### config.mk
export PLATFORM = sky130hd
export DESIGN_NAME = dcache_ctrl
export DESIGN_NICKNAME = d
export VERILOG_FILES = /design/src/rtl/dcache_ctrl.sv
export SDC_FILE = /design/constraint.sdc
export NUM_CORES = 1
export LEC_CHECK = 0
export CAP_MARGIN = 30
export CORE_MARGIN = 1.5
export CORE_UTILIZATION = 50
export DETAILED_ROUTE_END_ITERATION = 10
export PLACE_DENSITY = 0.68
export SLEW_MARGIN = 20
export SYNTH_ARGS = -nofsm -noshare
export SYNTH_HDL_FRONTEND = slang
export SYNTH_SLANG_ARGS = --single-unit
### constraint.sdc
create_clock -name clk -period 8.1 [get_ports clk]
set_clock_uncertainty 0.1 [all_clocks]
set_input_delay 2.43 -clock clk [delete_from_list [all_inputs] [get_ports clk]]
set_output_delay 2.43 -clock clk [all_outputs]
set_load 0.01 [all_outputs]
### src/rtl/dcache_ctrl.sv
// dcache_ctrl: direct-mapped, write-through / no-write-allocate data cache
// controller for a pipelined core's MEM stage. Each of the 2^idx_bits lines
// holds one word plus a tag and a valid bit.
//
// Ports:
//   clk, rst            clock, synchronous active-high reset
//   datamem_add         word address from MEM stage
//   datamem_writedata   store data from MEM stage
//   modified_mem_we     store request (wins over mem_re when both set)
//   mem_re              load request
//   datamem_readdata    load data (hit data, fill data in DONE, else 0)
//   stall_cmis          pipeline enable: 1 = run, 0 = freeze
//   mm_req/mm_we        main-memory request / write strobe
//   mm_addr/mm_wdata    main-memory address / write data
//   mm_rdata/mm_ack     main-memory read data / one-cycle completion strobe
module dcache_ctrl #(
  parameter int numbits  = 16,
  parameter int idx_bits = 4
) (
  input  logic               clk,
  input  logic               rst,
  input  logic [numbits-1:0] datamem_add,
  input  logic [numbits-1:0] datamem_writedata,
  input  logic               modified_mem_we,
  input  logic               mem_re,
  output logic [numbits-1:0] datamem_readdata,
  output logic               stall_cmis,
  output logic               mm_req,
  output logic               mm_we,
  output logic [numbits-1:0] mm_addr,
  output logic [numbits-1:0] mm_wdata,
  input  logic [numbits-1:0] mm_rdata,
  input  logic               mm_ack
);

  localparam int LINES = 1 << idx_bits;
  localparam int TAGW  = numbits - idx_bits;

  typedef enum logic [1:0] {IDLE, RMISS, WTHRU, DONE} state_t;

  state_t             state_q, state_d;
  logic [numbits-1:0] addr_q, addr_d;
  logic [numbits-1:0] wdata_q, wdata_d;
  logic [numbits-1:0] fill_q, fill_d;
  logic               rd_done_q, rd_done_d;   // DONE follows a read (vs. a write)

  logic [LINES-1:0]   valid_q;
  logic [TAGW-1:0]    tag_q  [LINES];
  logic [numbits-1:0] data_q [LINES];

  logic [idx_bits-1:0] req_idx, lat_idx;
  logic [TAGW-1:0]     req_tag, lat_tag;
  logic                access, hit, lat_hit, line_fill, line_upd;

  assign req_idx = datamem_add[idx_bits-1:0];
  assign req_tag = datamem_add[numbits-1:idx_bits];
  assign lat_idx = addr_q[idx_bits-1:0];
  assign lat_tag = addr_q[numbits-1:idx_bits];

  // Reset masks requests so outputs sit at their idle values while rst is held.
  assign access  = ~rst & (mem_re | modified_mem_we);
  assign hit     = valid_q[req_idx] & (tag_q[req_idx] == req_tag);
  assign lat_hit = valid_q[lat_idx] & (tag_q[lat_idx] == lat_tag);

  // Line writes are suppressed on a reset edge so an abandoned miss leaves no trace.
  assign line_fill = ~rst & (state_q == RMISS) & mm_ack;
  assign line_upd  = ~rst & (state_q == WTHRU) & mm_ack & lat_hit;

  always_comb begin
    state_d          = state_q;
    addr_d           = addr_q;
    wdata_d          = wdata_q;
    fill_d           = fill_q;
    rd_done_d        = rd_done_q;
    stall_cmis       = 1'b1;
    datamem_readdata = '0;
    mm_req           = 1'b0;
    mm_we            = 1'b0;
    mm_addr          = '0;
    mm_wdata         = '0;
    case (state_q)
      IDLE: begin
        if (access) begin
          if (modified_mem_we) begin
            stall_cmis = 1'b0;
            addr_d     = datamem_add;
            wdata_d    = datamem_writedata;
            state_d    = WTHRU;
          end else if (hit) begin
            datamem_readdata = data_q[req_idx];
          end else begin
            stall_cmis = 1'b0;
            addr_d     = datamem_add;
            state_d    = RMISS;
          end
        end
      end
      RMISS: begin
        stall_cmis = 1'b0;
        mm_req     = 1'b1;
        mm_addr    = addr_q;
        if (mm_ack) begin
          fill_d    = mm_rdata;
          rd_done_d = 1'b1;
          state_d   = DONE;
        end
      end
      WTHRU: begin
        stall_cmis = 1'b0;
        mm_req     = 1'b1;
        mm_we      = 1'b1;
        mm_addr    = addr_q;
        mm_wdata   = wdata_q;
        if (mm_ack) begin
          rd_done_d = 1'b0;
          state_d   = DONE;
        end
      end
      DONE: begin
        datamem_readdata = rd_done_q ? fill_q : '0;
        state_d          = IDLE;
      end
      default: state_d = IDLE;
    endcase
  end

  always_ff @(posedge clk) begin
    if (rst) begin
      state_q   <= IDLE;
      addr_q    <= '0;
      wdata_q   <= '0;
      fill_q    <= '0;
      rd_done_q <= 1'b0;
      valid_q   <= '0;
    end else begin
      state_q   <= state_d;
      addr_q    <= addr_d;
      wdata_q   <= wdata_d;
      fill_q    <= fill_d;
      rd_done_q <= rd_done_d;
      if (line_fill) valid_q[lat_idx] <= 1'b1;
    end
  end

  // Tag and data storage is not reset; the valid bits gate its use.
  always_ff @(posedge clk) begin
    if (line_fill) begin
      tag_q[lat_idx]  <= lat_tag;
      data_q[lat_idx] <= mm_rdata;
    end else if (line_upd) begin
      data_q[lat_idx] <= wdata_q;
    end
  end

endmodule

==> out/results.tsv <==
metric	value	unit
rsz0062_at_grt	no	
initial_core_util	50.7	%
crit_arrival	5420	ps
yosysMostFrequentCell	edfxtp_1	
slew-limit-headroom	34.3	%
clock-sinks	519	
stdcell_count	2056	
path_delay_family	simple AND/OR/NAND/NOR gates	
fin_ws	148	ps
placed_cells	1955	
drcViolationCount	0	
cap_violations	0	
overflow	0	
antenna_found_initial	0	
root_buffer	clkbuf_16	
syn_to_final_growth	17.3	%
synth-edff-count	448	
grtUsageTotal	25.1	%
netSwitchingFraction	25.1	%
status	finished, final reports clean	
fp.dieW	215	um
clkLatencyLatePin	610	ps
cts_hold_buf	0	
design.die.area	46100	sq um
ir_worst_vdd	0.000209	V
synth.distinct_cells	53	
drt-pass1-iter-count	5	
antenna_left	0	
finalSetupViolCount	0	
hpwlAfterDp	35500	um
worstSetupPathType	in -> out	
portBuffers	103	
min_path_type	reg -> reg	
core_area	44200	sq um
syn_nets	1323	
period_needed	7950	ps
wirelength	57000	um
tightest_slew	983	ps
regArea	14900	sq um
design_area	26300	sq um
powerDensity	246	nW/um^2
grt_pass1_vias	12869	
grt_pass1_wl	84400	um
leakage	8.58	nW
drt_iter0_markers	1333	
path_cells	buf_12 -> mux4_2 -> and2_1 -> or3_1 -> a31oi_1 -> o2111ai_1 -> nor4_4 -> nor2_2 -> a21oi_1 -> clkdlybuf4s50_1	
fp.dieH	215	um
crit_required	5570	ps
htree_levels	2	
cts_tree	yes	
cts_made_buffers	53	
cp_max_fo	25	
wl_per_cell	27.7	um
seqPwrFrac	48.7	%
fillers	3225	
combPwrFrac	13.7	%
clk_pin_slew_worst_paths	60	ps
nets	1476	
row_count	77	
power_switching	1.62	mW
intPower	4.85	mW
synth_cells	1266	
ys_ff_latch	519	
finalHoldViolCount	0	
synth_seq_area_share	66.3	%
synth_common_cells	448 x edfxtp_1, 185 x mux4_2, 109 x nand2_1, 71 x dfxtp_1, 46 x clkbuf_1	
ys_warn_count	0	
grt_max_degree	72	
place_congestion	0.819	
min_period_over_period	98.2	%
synth_top_area_share	60.0	%
placedInstanceArea	24500	sq um
fmax	126	MHz
syn_area	22400	sq um
power.share.clock	37.6	%
ios	104	
multi_input_area	7170	sq um
crit_path_end_kind	output pin	
dp_slack	-89.9	ps
crit_buf_inv	2	
synthFlopType	edfxtp_1	
maxSlewViolCount	0	
cts_buffer_depth	3	
crit_slowest_cell	clkdlybuf4s50_1	
via_per_inst	6.19	
cp-start-kind	input port	
vias	12736	
synth_top_area_cell	edfxtp_1	
synth-async-reset-ratio	0	%
layout-drive-gt1-share	27.2	%
synth.avg_cell_area	17.7	sq um
ys_top_cells_by_area	edfxtp_1 60%, mux4_2 19%, dfxtp_1 6.3%	
crit_path_max_incr_delay	600	ps
==> registers in the layout, indices dropped and copies added, names as in the netlist, named ones only <==
name and count:
rd_done_q 1, fill_q 16, addr_q 16, valid_q 16
tag_q 192, data_q 256, wdata_q 16, state_q 2
==> worst paths after layout <==
kind | endpoint | slack, ps | start | depth (start not counted)
worst min register to register | fill_q[9] | 360 | fill_q[9] | 2
worst max register to register | data_q[5][5] | 2950 | register | 10
worst max-delay path | stall_cmis | 150 | datamem_add[0] | 10
worst min-delay path | fill_q[9] | 360 | fill_q[9] | 2
==> metal layers <==
layer  track usage [%]  vias to the layer above  routed length, um
met4              7.96                        0               1440
met5                 0                        -                  0
met2              40.4                      607              27600
met1              35.5                     6677              23400
met3              3.93                       88               4570
li1                  -                     5364                  -
==> repair_timing <==
item | CTS | global route
hold endpoints to repair | 0 | 0
resized for setup | 1 | 6
setup buffers | 0 | 0
pin swaps | 0 | 1
endpoints found under the setup margin | 17 | 17
cloned | 0 | 0
==> layout by cell type (no fill, tap or decap), drive strengths merged, types with 4 or more instances in the layout <==
cell type      count
mux2i             41
or3                5
inv               26
clkinv            18
ha                 4
dfxtp             71
xor2               6
clkdlybuf4s50     98
edfxtp           448
nand2b            11
a21oi             38
nand3             22
nand2            109
nor4               5
mux4             185
clkbuf            74
nor2              35
nor2b             17
mux2              35
o22ai             18
xnor2             21
nor3              14
buf               82
and2              34
bufinv             4
==> through the flow <==
step / power [mW] / utilization (%) / setup TNS (ps) / hold WS, ps
after floorplan: 3.73 / - / 0 / 337
after global placement: 4.07 / 55.4 / 0 / 345
after detailed placement: 4.10 / 55.5 / -1110 / 352
after CTS: 6.50 / 59.4 / 0 / 360
after global routing: 6.67 / 59.5 / 0 / 382
final: 6.48 / 59.5 / 0 / 359
==> power groups by stage <==
stage | Combinational (mW) | Clock, mW | Sequential (mW)
2_1_floorplan | 0.598 | 0 | 3.13
3_3_place_gp | 0.845 | 0 | 3.23
3_5_place_dp | 0.882 | 0 | 3.21
4_1_cts | 0.886 | 2.46 | 3.16
5_1_grt | 0.935 | 2.56 | 3.17
6_report | 0.886 | 2.44 | 3.16
==> worst reg2reg max path, cell delays in order (launching register included) <==
cell	delay [ps]
dfxtp_4	620
buf_16	300
mux4_2	580
mux4_2	480
xor2_1	180
nor4_1	480
nand4_1	240
o31a_1	550
or2_2	440
nor2_2	570
buf_4	320
==> kinds of logic after synthesis <==
logic type | after synthesis | share of synthesized area [%]
AOI/OAI and AO/OA | 83 | 2.34
xor gates and xnor gates | 27 | 1.05
adders and majority gates | 4 | 0.223
buffers and inverters | 107 | 2.05
DFF | 519 | 66.3
muxes | 261 | 22.3
and+or+nand+nor | 265 | 5.72
==> cell type report <==
cell class	count	share of cell area [%]
antenna	1	0.00951
clock buffer	74	5.69
clock inverter	25	0.951
inverter	25	0.357
multi-input combinational	640	27.3
sequential	519	56.5
tap	592	2.82
timing repair buffer	180	6.37
(Power assumes the default switching activity.)
